==> src/rtl/rob_commit_queue_pkg.sv <==
// Shared reorder-buffer constants and types; the reservation station sizes its
// tags from the same constants.
package rob_commit_queue_pkg;

    localparam int unsigned ROB_SIZE_BIT = 3;
    localparam int unsigned ROB_SIZE     = 1 << ROB_SIZE_BIT;
    localparam int unsigned DATA_W       = 32;
    localparam int unsigned REG_W        = 5;

    typedef logic [ROB_SIZE_BIT-1:0] rob_id_t;
    typedef logic [ROB_SIZE_BIT:0]   rob_count_t;
    typedef logic [DATA_W-1:0]       data_t;
    typedef logic [REG_W-1:0]        reg_idx_t;

    localparam rob_count_t ROB_FULL_COUNT = rob_count_t'(ROB_SIZE);

    typedef struct packed {
        logic     busy;
        logic     ready;
        logic     has_rd;
        reg_idx_t rd;
        data_t    value;
    } rob_entry_t;

endpackage

==> src/rtl/rob_lookup_port.sv <==
// Combinational operand-dependency lookup into the ROB, with same-cycle CDB bypass.
module rob_lookup_port
    import rob_commit_queue_pkg::*;
(
    input  rob_entry_t [ROB_SIZE-1:0] entries,
    input  rob_id_t                   rob_id,
    input  logic                      cdb_valid,
    input  rob_id_t                   cdb_rob_id,
    input  data_t                     cdb_value,
    output logic                      ready,
    output data_t                     value
);

    rob_entry_t entry;

    always_comb begin
        entry = entries[rob_id];
        ready = 1'b0;
        value = '0;
        if (entry.busy) begin
            // A result broadcast this cycle is visible before it lands in the entry.
            if (cdb_valid && (cdb_rob_id == rob_id)) begin
                ready = 1'b1;
                value = cdb_value;
            end else begin
                ready = entry.ready;
                value = entry.value;
            end
        end
    end

endmodule

==> src/rtl/rob_commit_queue.sv <==
// Reorder buffer: in-order allocation, CDB result capture, in-order retirement.
module rob_commit_queue
    import rob_commit_queue_pkg::*;
(
    input  logic     clk_in,
    input  logic     rst_in,
    input  logic     rdy_in,
    input  logic     flush_in,
    output logic     rob_full,
    input  logic     dec_valid,
    input  logic     dec_has_rd,
    input  reg_idx_t dec_rd,
    output rob_id_t  dec_rob_id,
    input  rob_id_t  q1_rob_id,
    output logic     q1_ready,
    output data_t    q1_value,
    input  rob_id_t  q2_rob_id,
    output logic     q2_ready,
    output data_t    q2_value,
    input  logic     cdb_valid,
    input  rob_id_t  cdb_rob_id,
    input  data_t    cdb_value,
    output logic     commit_valid,
    output rob_id_t  commit_rob_id,
    output logic     commit_has_rd,
    output reg_idx_t commit_rd,
    output data_t    commit_value
);

    rob_entry_t [ROB_SIZE-1:0] entries_q, entries_d;
    rob_id_t    head_q, head_d;
    rob_id_t    tail_q, tail_d;
    rob_count_t count_q, count_d;

    logic     commit_valid_q, commit_valid_d;
    rob_id_t  commit_rob_id_q, commit_rob_id_d;
    logic     commit_has_rd_q, commit_has_rd_d;
    reg_idx_t commit_rd_q, commit_rd_d;
    data_t    commit_value_q, commit_value_d;

    logic do_alloc;
    logic do_commit;

    assign rob_full   = (count_q == ROB_FULL_COUNT);
    assign dec_rob_id = tail_q;

    // Full blocks allocation even when a commit frees a slot in the same cycle.
    assign do_alloc  = dec_valid && !rob_full;
    assign do_commit = entries_q[head_q].busy && entries_q[head_q].ready;

    always_comb begin
        entries_d       = entries_q;
        head_d          = head_q;
        tail_d          = tail_q;
        count_d         = count_q;
        commit_valid_d  = 1'b0;
        commit_rob_id_d = commit_rob_id_q;
        commit_has_rd_d = commit_has_rd_q;
        commit_rd_d     = commit_rd_q;
        commit_value_d  = commit_value_q;

        if (rdy_in) begin
            if (flush_in) begin
                entries_d       = '0;
                head_d          = '0;
                tail_d          = '0;
                count_d         = '0;
                commit_rob_id_d = '0;
                commit_has_rd_d = 1'b0;
                commit_rd_d     = '0;
                commit_value_d  = '0;
            end else begin
                if (cdb_valid && entries_q[cdb_rob_id].busy) begin
                    entries_d[cdb_rob_id].ready = 1'b1;
                    entries_d[cdb_rob_id].value = cdb_value;
                end

                if (do_commit) begin
                    commit_valid_d          = 1'b1;
                    commit_rob_id_d         = head_q;
                    commit_has_rd_d         = entries_q[head_q].has_rd;
                    commit_rd_d             = entries_q[head_q].rd;
                    commit_value_d          = entries_q[head_q].value;
                    entries_d[head_q].busy  = 1'b0;
                    head_d                  = head_q + rob_id_t'(1);
                end

                if (do_alloc) begin
                    entries_d[tail_q].busy   = 1'b1;
                    entries_d[tail_q].ready  = 1'b0;
                    entries_d[tail_q].has_rd = dec_has_rd;
                    entries_d[tail_q].rd     = dec_rd;
                    tail_d                   = tail_q + rob_id_t'(1);
                end

                count_d = count_q + rob_count_t'(do_alloc) - rob_count_t'(do_commit);
            end
        end
    end

    always_ff @(posedge clk_in) begin
        if (rst_in) begin
            entries_q       <= '0;
            head_q          <= '0;
            tail_q          <= '0;
            count_q         <= '0;
            commit_valid_q  <= 1'b0;
            commit_rob_id_q <= '0;
            commit_has_rd_q <= 1'b0;
            commit_rd_q     <= '0;
            commit_value_q  <= '0;
        end else begin
            entries_q       <= entries_d;
            head_q          <= head_d;
            tail_q          <= tail_d;
            count_q         <= count_d;
            commit_valid_q  <= commit_valid_d;
            commit_rob_id_q <= commit_rob_id_d;
            commit_has_rd_q <= commit_has_rd_d;
            commit_rd_q     <= commit_rd_d;
            commit_value_q  <= commit_value_d;
        end
    end

    assign commit_valid  = commit_valid_q;
    assign commit_rob_id = commit_rob_id_q;
    assign commit_has_rd = commit_has_rd_q;
    assign commit_rd     = commit_rd_q;
    assign commit_value  = commit_value_q;

    rob_lookup_port u_lookup_q1 (
        .entries    (entries_q),
        .rob_id     (q1_rob_id),
        .cdb_valid  (cdb_valid),
        .cdb_rob_id (cdb_rob_id),
        .cdb_value  (cdb_value),
        .ready      (q1_ready),
        .value      (q1_value)
    );

    rob_lookup_port u_lookup_q2 (
        .entries    (entries_q),
        .rob_id     (q2_rob_id),
        .cdb_valid  (cdb_valid),
        .cdb_rob_id (cdb_rob_id),
        .cdb_value  (cdb_value),
        .ready      (q2_ready),
        .value      (q2_value)
    );

endmodule

==> config.mk <==
export PLATFORM = sky130hd
export DESIGN_NAME = rob_commit_queue
export DESIGN_NICKNAME = d
export VERILOG_FILES = /design/src/rtl/rob_commit_queue_pkg.sv /design/src/rtl/rob_lookup_port.sv /design/src/rtl/rob_commit_queue.sv
export SDC_FILE = /design/constraint.sdc
export NUM_CORES = 1
export LEC_CHECK = 0
export CORE_MARGIN = 1
export CORE_UTILIZATION = 45
export CTS_CLUSTER_DIAMETER = 200
export DETAILED_ROUTE_END_ITERATION = 7
export GPL_ROUTABILITY_DRIVEN = 0
export SYNTH_ARGS = -nofsm -noshare
export SYNTH_HDL_FRONTEND = slang
export SYNTH_HIERARCHICAL = 1
export SYNTH_SLANG_ARGS = --single-unit
==> constraint.sdc <==
create_clock -name clk_in -period 7.7 [get_ports clk_in]
set_clock_uncertainty 0.2 [all_clocks]
set_input_delay 1.54 -clock clk_in [delete_from_list [all_inputs] [get_ports clk_in]]
set_output_delay 1.54 -clock clk_in [all_outputs]
set_load 0.03 [all_outputs]
# Yosys cells after proc, flatten, opt, wreduce, memory -nomap -nowiden
# Index checks and enable logic that the tools add are counted.
[totals] register_bits=372 output_inout_bits=112 elab_cells=137
[op_classes] addsub=4 n_lt_le_gt_ge=8 eq_ne=3 muxes=59 n_bitwise=1 reduce_logical=14
[ops] operator="320-bit two-way mux" count=8
[ops] operator="320-bit bitwise mux" count=7
[ops] operator="40-bit demux with 3-bit select" count=7
[ops] operator="40-bit binary-select mux with 3-bit select" count=4
[ops] operator="40-bit two-way mux" count=6
[ops] operator="32-bit two-way mux" count=7
[ops] operator="39-bit two-way mux" count=2
[ops] operator="38-bit two-way mux" count=1
[ops] operator="37-bit two-way mux" count=1
[ops] operator="3-bit by 4-bit less-than comparator with 1-bit output, second input constant" count=5
[ops] operator="3-bit two-way mux" count=6
[ops] operator="5-bit two-way mux" count=2
[ops] operator="3-bit by 1-bit greater-or-equal comparator with 1-bit output, second input constant" count=3
[ops] operator="1-bit logical AND" count=8
[ops] operator="1-bit two-way mux" count=7
[ops] operator="3-bit by 1-bit adder with 3-bit output, second input constant" count=2
[ops] operator="3-bit == test" count=2
[ops] operator="4-bit by 1-bit adder with 4-bit output" count=1
[ops] operator="4-bit == test, second input constant" count=1
[ops] operator="4-bit two-way mux" count=1
[ops] operator="2-bit AND reduction" count=2
[ops] operator="2-bit nonzero test" count=2
[ops] operator="4-bit by 1-bit subtractor with 4-bit output" count=1
[ops] operator="3-bit OR reduction" count=1
[ops] operator="2 further kinds" count=2

# Longest topological paths before layout
# Gate-level depths: netlist (run 1).
[depth] ltp_word=19 ltp_mapped=13 ltp_nobuf=12

# Cells and area by module
# Netlist (run 1), hierarchy kept.
[modules_own_cells] module="rob_commit_queue" instances=1 cells_each=1586 area_each_um2=16151.7
[modules_own_cells] module="rob_lookup_port" instances=2 cells_each=201 area_each_um2=2549.9

# Worst setup path after synthesis (run 1)
# No wires, ideal clock.
[synth_path] path_kind="input to output" startpoint="in q1_rob_id[0]" endpoint="out q1_ready" t_arrival_ps=2966 setup_slack_ps=2994 cell_stages=5 path_buffers=2 path_cell_list="buf_4 > xnor2_1 > nand4_1 > clkbuf_1 > a21boi_0"
[synth_via] elab_chain_cells=4 elab_cells_between_ends=6 classes_between="eq/ne: 1; mux: 4; reduce/logical: 1"
[synth_rtl] element="from (decl)" line_no="rob_commit_queue.sv:14" text="input rob_id_t q1_rob_id,"
[synth_rtl] element="40-bit binary-select mux with 3-bit select / 3-bit == test (equally long branches)" line_no="rob_lookup_port.sv:17, rob_lookup_port.sv:22"
[synth_rtl] element="40-bit two-way mux (not written as such) / 1-bit logical AND (equally long branches)" line_no="rob_lookup_port.sv:17, rob_lookup_port.sv:22"
[synth_rtl] element="1-bit two-way mux" line_no="rob_lookup_port.sv:22" text="if (cdb_valid && (cdb_rob_id == rob_id)) begin"
[synth_rtl] element="1-bit two-way mux (*)" line_no="rob_lookup_port.sv:20" text="if (entry.busy) begin"
[synth_rtl] element="to (decl)" line_no="rob_commit_queue.sv:15" text="output logic q1_ready,"
# Mark *: on every way between the ends. The rest lies on a longest branch, timed or not. The select of a mux whose other input is x is not followed.

# Worst setup path in the final report (run 1)
[layout_path] startpoint="in cdb_rob_id[2]" endpoint="out q2_value[31]"
[layout_via] elab_chain_cells=4
[layout_rtl] element="from (decl)" line_no="rob_commit_queue.sv:21" text="input rob_id_t cdb_rob_id,"
[layout_rtl] element="3-bit == test" line_no="rob_lookup_port.sv:22"
[layout_rtl] element="1-bit logical AND" line_no="rob_lookup_port.sv:22"
[layout_rtl] element="32-bit two-way mux" line_no="rob_lookup_port.sv:22"
[layout_rtl] element="32-bit two-way mux" line_no="rob_lookup_port.sv:20"
[layout_rtl] element="to (decl)" line_no="rob_commit_queue.sv:19" text="output data_t q2_value,"
# No other way between the ends.

==> impl_metrics.py, run 1 <==
metrics = {
    "run_status": {
        "status": "finished, final reports clean",
    },
    "final_layout": {
        "finalInstanceArea_sq_mm": 0.02446,
        "area_growth_syn_to_layout_pct": 15.08,
        "nNetsFinal": 2091,
        "nFillCells": 4171,
        "instances_no_fill": 2673,
        "drive_above_1_share_pct": 20.54,
        "final_core_util_pct": 52.53,
    },
    "synthesis": {
        "synthFlopType": "dfxtp_1",
        "yosysMostFrequentCell": "dfxtp_1",
        "async_flop_share_pct": 0,
        "ys_warn_count": 6,
        "synth_simple_gate_area_share_pct": 9.049,
        "ys_types": 59,
        "synth_common_cells": "372 x dfxtp_1, 357 x mux2i_1, 340 x nor2_1, 153 x mux4_2, 123 x clkbuf_1",
        "ys_top_cells_by_area": "dfxtp_1 35%, mux2i_1 17%, mux4_2 16%",
        "syn_avg_cell_area_sq_um": 10.69,
        "synth_adder_area_share_pct": 0.5063,
        "synth_compound_area_share_pct": 13.65,
        "syn_nets": 2049,
        "synth_edf_count": 0,
        "synth_top_area_share_pct": 35.04,
        "yosys_register_bits": 372,
        "synthMuxAreaShare_pct": 35.50,
        "syn_area_sq_mm": 0.02125,
        "synth_seq_area_share_pct": 35.04,
        "synth_xor_area_share_pct": 0.3297,
        "syn_inst": 1988,
        "synth_top_family_by_area": "multiplexers",
        "yosysTopAreaCell": "dfxtp_1",
    },
    "setup_path": {
        "path_class": "in2out",
        "required_ns": 5.96,
        "reg2reg_depth": 11,
        "critPathLaunchType": "input pin",
        "critPathCaptureType": "output pin",
        "crit_fanout": 48,
        "worstPathArrival_ns": 4.45,
    },
    "min_path": {
        "hold_depth": 1,
        "hp-class": "reg2reg",
    },
    "drt": {
        "first_iter_violations": 1564,
        "routed_wl_um": 68310,
        "antenna_left": 0,
        "wire_per_inst_um": 25.56,
        "drt-pass1-iter-count": 5,
        "avgViaCountPerCell": 6.283,
        "drc": 0,
        "vias": 16800,
    },
    "global_route": {
        "grt_max_degree": 125,
        "grt_pass1_vias": 16500,
        "grtUsageTotal_pct": 28.50,
        "antenna_found_initial": 2,
        "overflow": 0,
        "grt_pass1_wl_um": 103100,
    },
    "clock_tree": {
        "cts_tree": "done",
        "cts-buffers-inserted": 43,
        "cts_resized": 0,
        "clock_path_buffers": 3,
        "cts_sinks": 372,
        "cts_hold_buf": 0,
        "clkTransAtPathRegs_ns": 0.05,
        "worstSkewPairLatency_ns": 0.59,
        "cts_root_buf": "clkbuf_16",
        "cts_setup_buffers": 0,
        "h-tree-depth": 2,
    },
    "placed_design": {
        "dpl.hpwl_um": 41280,
        "portBuffers": 164,
        "dp.cells": 2592,
        "place_area_sq_mm": 0.02294,
        "dp_slack_ns": 1.508,
    },
    "sta": {
        "finalMaxSlewViolations": 0,
        "fin_ws_ns": 1.510,
        "worstMarginPinSlew_ns": 1.259,
        "final.period_utilization_pct": 80.39,
        "rsz0062_at_grt": "false",
        "layout_min_cycle_time_ns": 6.190,
        "tns_ns": 0,
        "report.final.hold_viol_count": 0,
        "setup_viol": 0,
        "hold-worst-slack_ns": 0.2660,
        "max_slew_margin_pct": 15.96,
        "max_freq_ghz": 0.1615,
    },
    "flow_run": {
        "cap_viol_max_count": 0,
    },
    "floorplan": {
        "fp.coreArea_sq_mm": 0.04656,
        "dieWidth_um": 219.3,
        "ios": 165,
        "die-area_sq_mm": 0.04810,
        "fp.dieH_um": 219.3,
        "rows": 79,
        "initial_utilization_pct": 45.65,
    },
    "pwr": {
        "power_density_mw_per_mm2": 178.9,
        "cellLeakagePower_nw": 7.808,
        "ir_worst_vdd_uv": 199.5,
        "power_mw": 4.376,
    },
}
[layout by cell type, fill, tap and decap left out, drive strengths merged, types with 5 or more instances in the layout]
cell and n:
o21ai 83, o221ai 5, o22ai 8, inv 14, nor4b 7, nor2b 6
clkbuf 64, mux2 46, and2 9, clkdlybuf4s50 157, ha 7, mux4 153
clkinv 8, a22o 24, mux2i 357, nor2 340, a22oi 72, nor4 6
a21oi 76, nor3 6, a221oi 33, o2bb2ai 31, nand3 8, nand2b 7
buf 61, a221o 17, xnor2 7, a211oi 8, dfxtp 372, a31oi 9
nand2 24
[per-layer routing]
layer | share of wire (%) | global-route usage [%]
met1 | 43 | 38.60
met2 | 45 | 44.56
met3 | 7.1 | 4.976
met4 | 4.1 | 12.22
met5 | 0 | 0
[registers in the layout, summed over array words and instances (netlist names)]
register,count
commit_value,32
dec_rob_id,3
head_q,3
commit_has_rd,1
count_q,4
commit_rob_id,3
commit_valid,1
entries_q,320
commit_rd,5
[worst max-delay path: stages]
cell,delay (ns)
clkdlybuf4s50_1,1.01
xnor2_1,0.13
nand4_1,0.14
buf_4,0.61
o21ai_0,0.15
a21oi_1,0.17
clkdlybuf4s50_1,0.68
[cells by family after synthesis]
group | after synthesis
mux | 556
fa+ha+maj | 8
xor+xnor | 8
simple gates | 428
flops | 372
compound gates | 384
buf+inv | 232
[final timing paths]
path                                      from  slack [ns]                           end
setup reg to reg        head_q[2]$_SDFFE_PP0P_        3.91       count_q[2]$_SDFFE_PP0P_
hold / removal    commit_value[5]$_SDFFE_PP0P_        0.27  commit_value[5]$_SDFFE_PP0P_
setup / recovery                 cdb_rob_id[2]        1.51                  q2_value[31]
hold reg to reg   commit_value[5]$_SDFFE_PP0P_        0.27  commit_value[5]$_SDFFE_PP0P_
[power by group]
group / internal (mW) / switching [mW] / total, mW
clock: 1.32 / 0.849 / 2.17
sequential: 1.93 / 0.00272 / 1.93
combinational: 0.0861 / 0.192 / 0.278
total: 3.33 / 1.04 / 4.38
[final cells by class]
class / instances / area (sq um) / share of cell area, %
clock buffer: 64 / 1316 / 5.382
clock inverter: 15 / 197.7 / 0.8083
tap: 607 / 759.5 / 3.105
antenna: 2 / 5.005 / 0.02046
sequential: 372 / 7458 / 30.50
inverter: 11 / 41.29 / 0.1688
timing repair buffer: 218 / 2059 / 8.421
multi-input combinational: 1384 / 12620 / 51.60
(Power assumes the default switching activity.)
==> inputs of run 2 (changes only) <==
==> constraint.sdc (replaced) <==
create_clock -name clk_in -period 5.7 [get_ports clk_in]
set_clock_uncertainty 0.2 [all_clocks]
set_input_delay 1.14 -clock clk_in [delete_from_list [all_inputs] [get_ports clk_in]]
set_output_delay 1.14 -clock clk_in [all_outputs]
set_load 0.03 [all_outputs]
==> impl_metrics.py, run 2 (same netlist as run 1, synthesis figures left out) <==
metrics = {
    "run_status": {
        "status": "finished, final reports clean",
    },
    "sta": {
        "tns_ns": 0,
        "worstMarginPinSlew_ns": 1.322,
        "fin_ws_ns": 0.5362,
        "layout_min_cycle_time_ns": 5.164,
        "rsz0062_at_grt": "false",
        "finalMaxSlewViolations": 0,
        "max_freq_ghz": 0.1937,
        "report.final.hold_viol_count": 0,
        "final.period_utilization_pct": 90.59,
        "max_slew_margin_pct": 10.93,
        "setup_viol": 0,
    },
    "floorplan": {
        "initial_utilization_pct": 45.65,
        "dieWidth_um": 219.3,
        "rows": 79,
        "ios": 165,
        "fp.dieH_um": 219.3,
        "die-area_sq_mm": 0.04810,
        "fp.coreArea_sq_mm": 0.04656,
    },
    "min_path": {
        "hp-class": "reg2reg",
        "min-delay-start": "commit_value[14]$_SDFFE_PP0P_",
        "hold_depth": 1,
    },
    "drt": {
        "routed_wl_um": 69350,
        "first_iter_violations": 1369,
        "drc": 0,
        "antenna_left": 0,
        "drt-pass1-iter-count": 5,
        "vias": 16830,
        "avgViaCountPerCell": 6.281,
        "wire_per_inst_um": 25.88,
    },
    "global_route": {
        "grt_pass1_wl_um": 103900,
        "antenna_found_initial": 3,
        "grt_pass1_vias": 16650,
        "overflow": 0,
        "grt_max_degree": 91,
        "grtUsageTotal_pct": 28.88,
    },
    "pwr": {
        "p_int_mw": 4.518,
        "clkPwrFrac_pct": 49.3,
        "p_sw_mw": 1.382,
        "ir_worst_vdd_uv": 172.2,
        "seqPwrFrac_pct": 44.2,
        "cellLeakagePower_nw": 7.863,
        "combPwrFrac_pct": 6.5,
        "power_density_mw_per_mm2": 240.2,
        "switching_share_pct": 23.42,
    },
    "clock_tree": {
        "clkTransAtPathRegs_ns": 0.06,
        "cts_setup_buffers": 0,
        "h-tree-depth": 2,
        "cts_resized": 0,
        "cts_root_buf": "clkbuf_16",
        "cts_sinks": 372,
        "worstSkewPairLatency_ns": 0.57,
        "cts_tree": "done",
        "clock_path_buffers": 3,
        "cts-buffers-inserted": 43,
        "cts_hold_buf": 0,
    },
    "final_layout": {
        "nFillCells": 4192,
        "instances_no_fill": 2680,
        "layout_commonest_cell": "dfxtp_1",
        "mostFrequentLayoutCells": "369 x dfxtp_1, 357 x mux2i_1, 339 x nor2_1",
        "area_growth_syn_to_layout_pct": 15.57,
        "drive_above_1_share_pct": 20.70,
        "top_register": "entries_q",
        "nNetsFinal": 2105,
        "largest_register_ffs": 320,
    },
    "setup_path": {
        "crit_chain": "clkdlybuf4s50_1 -> xnor2_1 -> nand4_1 -> buf_4 -> a21oi_1 -> clkdlybuf4s50_1",
        "max_stage_delay_ns": 0.72,
        "crit_buf_inv": 3,
        "critical_path.top_delay_family": "buffers and inverters",
        "required_ns": 4.36,
        "timing.rr.start": "head_q[0]$_SDFFE_PP0P_",
        "path_class": "in2out",
        "critPathLaunchType": "input pin",
        "crit_start": "cdb_rob_id[0]",
        "critPathSlowestCell": "clkdlybuf4s50_1",
        "reg2reg_depth": 12,
        "worstPathArrival_ns": 3.82,
        "crit_fanout": 28,
        "ff2ff_setup_slack_ns": 1.87,
        "crit_path_frequent_cell": "clkdlybuf4s50_1",
        "critPathCaptureType": "output pin",
        "crit_cells": 6,
    },
    "flow_run": {
        "cap_viol_max_count": 0,
    },
    "placed_design": {
        "portBuffers": 164,
        "dpl.hpwl_um": 41840,
        "dp_slack_ns": 0.6305,
        "dp.cells": 2606,
    },
}
run 2: changes by cell type in the layout (fill, tap and decap cells not counted), sizes merged:
cell	change
bufinv	+2
buf	+14
clkinv	-5
diode	-1
inv	-2
clkbuf	-1
run 2: path summary, 6_finish.rpt:
check                                        to
setup reg to reg        count_q[2]$_SDFFE_PP0P_
hold reg to reg   commit_value[14]$_SDFFE_PP0P_
hold / removal    commit_value[14]$_SDFFE_PP0P_
setup / recovery                    q2_value[2]
run 2: cell type report:
type                            instances  area, sq um  share of cell area, %
Multi-Input combinational cell       1384        12620                  51.38
Sequential cell                       372         7458                  30.37
Timing Repair Buffer                  232         2215                  9.017
Clock buffer                           63         1261                  5.135
Tap cell                              607        759.5                  3.092
Clock inverter                         10        203.9                 0.8304
Inverter                               11        41.29                 0.1681
Antenna cell                            1        2.502                0.01019
run 2: power by group through the flow:
stage / registers [mW] / clock network (mW) / logic [mW]
2_1_floorplan: 2.66 / 0 / 0.248
3_3_place_gp: 2.66 / 0 / 0.376
3_5_place_dp: 2.66 / 0 / 0.380
4_1_cts: 2.61 / 2.95 / 0.381
5_1_grt: 2.60 / 3.07 / 0.403
6_report: 2.61 / 2.91 / 0.383
run 2: per-layer routing:
layer  GRT usage [%]  share of wire, %  up-vias
met4           12.94               4.4        4
met2           45.27                46      670
met5               0             0.039        -
met3           6.376               7.4      165
li1                -                 -     7571
met1           37.98                42     8424
run 2: through the flow:
stage / hold WS, ns / cell area, sq um / utilization (%) / power [mW]
after floorplan: 0.2536 / 21250 / - / 2.911
after CTS: 0.2684 / 24560 / 52.75 / 5.937
after global routing: 0.2843 / 24560 / 52.76 / 6.079
after detailed placement: 0.2512 / 23090 / 49.60 / 3.042
final: 0.2614 / 24560 / 52.76 / 5.899
after global placement: 0.2474 / 23090 / 49.60 / 3.038
==> inputs of run 3 (changes only) <==
--- a/config.mk
+++ b/config.mk
@@ -5,6 +5,7 @@
 export SDC_FILE = /design/constraint.sdc
 export NUM_CORES = 1
 export LEC_CHECK = 0
+export ABC_AREA = 1
 export CORE_MARGIN = 1
 export CORE_UTILIZATION = 45
 export CTS_CLUSTER_DIAMETER = 200
==> impl_metrics.py, run 3 <==
metrics = {
    "global_route": {
        "grtUsageTotal_pct": 37.97,
        "antenna_found_initial": 3,
        "overflow": 0,
        "grt_pass1_wl_um": 147300,
        "grt_pass1_vias": 24820,
        "grt_max_degree": 117,
    },
    "setup_path": {
        "critPathCaptureType": "output pin",
        "crit_chain": "clkdlybuf4s50_1 -> nand2_1 -> nor2_4 -> nand2_2 -> buf_4 -> nand2_1 -> nor2_1 -> nor2_1 -> buf_12",
        "worstPathArrival_ns": 3.60,
        "path_class": "in2out",
        "timing.rr.start": "head_q[0]$_SDFFE_PP0P_",
        "critPathLaunchType": "input pin",
        "critPathSlowestCell": "clkdlybuf4s50_1",
        "max_stage_delay_ns": 0.78,
        "crit_fanout": 17,
        "r2r-end": "commit_rd[1]$_SDFFE_PP0P_",
        "crit_start": "cdb_valid",
        "reg2reg_depth": 11,
        "ff2ff_setup_slack_ns": 1.74,
        "required_ns": 4.36,
        "crit_path_end": "q1_value[28]",
    },
    "sta": {
        "final.period_utilization_pct": 86.62,
        "worstMarginPinSlew_ns": 1.262,
        "setup_viol": 0,
        "layout_min_cycle_time_ns": 4.937,
        "rsz0062_at_grt": "false",
        "fin_ws_ns": 0.7626,
        "tns_ns": 0,
        "max_freq_ghz": 0.2025,
        "report.final.hold_viol_count": 0,
        "max_slew_margin_pct": 15.75,
        "finalMaxSlewViolations": 0,
    },
    "placed_design": {
        "dpl.hpwl_um": 56120,
        "dp.cells": 4382,
        "dp_slack_ns": 0.8092,
        "portBuffers": 164,
    },
    "drt": {
        "drc": 0,
        "routed_wl_um": 98320,
        "first_iter_violations": 3547,
        "avgViaCountPerCell": 5.939,
        "antenna_left": 0,
        "drt-pass1-iter-count": 6,
        "vias": 26510,
        "wire_per_inst_um": 22.02,
    },
    "final_layout": {
        "drive_above_1_share_pct": 6.791,
        "mostFrequentLayoutCells": "1129 x nand2_1, 740 x nor2_1, 514 x nand3_1",
        "final_core_util_pct": 53.25,
        "top_register": "entries_q",
        "largest_register_ffs": 320,
        "instances_no_fill": 4464,
        "layout_commonest_cell": "nand2_1",
        "area_growth_syn_to_layout_pct": 16.17,
        "nNetsFinal": 3825,
    },
    "floorplan": {
        "fp.dieH_um": 225.8,
        "dieWidth_um": 225.8,
        "rows": 81,
        "ios": 165,
        "die-area_sq_mm": 0.05097,
        "fp.coreArea_sq_mm": 0.04915,
        "initial_utilization_pct": 45.84,
    },
    "min_path": {
        "hp-class": "reg2reg",
    },
    "synthesis": {
        "yosysMostFrequentCell": "nand2_1",
        "syn_avg_cell_area_sq_um": 5.997,
        "ys_warn_count": 6,
        "syn_nets": 3818,
        "syn_area_sq_mm": 0.02253,
        "yosysTopAreaCell": "dfxtp_1",
        "synthFlopType": "dfxtp_1",
        "yosys_register_bits": 372,
        "synth_common_cells": "1129 x nand2_1, 740 x nor2_1, 516 x nand3_1, 372 x dfxtp_1, 335 x o21ai_0",
        "ys_types": 39,
        "synth_top_area_share_pct": 33.05,
        "syn_inst": 3757,
        "synth_edf_count": 0,
        "async_flop_share_pct": 0,
        "synth_seq_area_share_pct": 33.05,
        "ys_top_cells_by_area": "dfxtp_1 33%, nand2_1 19%, nor2_1 12%",
    },
    "clock_tree": {
        "cts_sinks": 372,
        "cts_setup_buffers": 0,
        "worstSkewPairLatency_ns": 0.60,
        "h-tree-depth": 2,
        "clkTransAtPathRegs_ns": 0.06,
        "cts-buffers-inserted": 44,
        "cts_root_buf": "clkbuf_16",
        "cts_hold_buf": 0,
        "clock_path_buffers": 3,
        "cts_tree": "done",
        "cts_resized": 0,
    },
    "pwr": {
        "cellLeakagePower_nw": 10.58,
        "power_density_mw_per_mm2": 263.3,
        "ir_worst_vdd_uv": 195.6,
    },
    "run_status": {
        "status": "finished, final reports clean",
    },
    "flow_run": {
        "cap_viol_max_count": 0,
    },
}
[run 3: worst min-delay path by stage]
stage          slack, ns                           from                            end  cells past startpoint
2_1_floorplan       0.24    entries_q[313]$_SDFFE_PP0P_    entries_q[313]$_SDFFE_PP0P_                      2
3_3_place_gp        0.23      commit_rd[2]$_SDFFE_PP0P_      commit_rd[2]$_SDFFE_PP0P_                      2
3_5_place_dp        0.23      commit_rd[3]$_SDFFE_PP0P_      commit_rd[3]$_SDFFE_PP0P_                      2
4_1_cts             0.25      commit_rd[3]$_SDFFE_PP0P_      commit_rd[3]$_SDFFE_PP0P_                      2
5_1_grt             0.27  commit_value[14]$_SDFFE_PP0P_  commit_value[14]$_SDFFE_PP0P_                      2
6_report            0.24      commit_rd[3]$_SDFFE_PP0P_      commit_rd[3]$_SDFFE_PP0P_                      2
[run 3: cell families after synthesis]
group / count (synthesis) / synth area share, %
fa+ha+maj: 8 / 0.4776
flops: 372 / 33.05
xor+xnor: 2 / 0.07776
simple gates: 2527 / 47.38
buf+inv: 406 / 8.430
compound gates: 442 / 10.58
[run 3: through the flow]
step | cell area (sq um) | power [mW] | hold WS, ns
after floorplan | 22530 | 3.571 | 0.2408
after global placement | 24730 | 4.010 | 0.2292
after detailed placement | 24730 | 4.030 | 0.2319
after CTS | 26170 | 6.873 | 0.2472
after global routing | 26170 | 7.108 | 0.2681
final | 26170 | 6.892 | 0.2428
[run 3: worst max-delay path, delay by kind of cell]
family	cells	cell delay, ns
buffers and inverters	3	1.34
and+or+nand+nor	6	1.10
[run 3: final cells by class]
type	instances	area, sq um
clock buffers	64	1267
fillers	4985	22980
diodes	1	2.502
inverters	133	511.7
well taps	664	830.8
flip-flops and latches	372	7448
clock inverters	17	173.9
multi-input cells	2979	13200
repair buffers	234	2740
[run 3: report_power, final]
group | switching, mW | leakage [nW] | total, mW | internal [mW]
logic | 0.789 | 6.83 | 1.19 | 0.404
registers | 0.111 | 3.04 | 2.82 | 2.71
clock network | 1.20 | 0.714 | 2.88 | 1.68
total | 2.10 | 10.6 | 6.89 | 4.79
[run 3: metal layers]
layer / share of wire [%] / track usage [%] / vias up
li1: - / - / 12200
met1: 39 / 47.65 / 12150
met2: 45 / 60.79 / 1764
met3: 11 / 7.871 / 398
met4: 5.2 / 20.56 / 2
met5: 0.017 / 0 / -
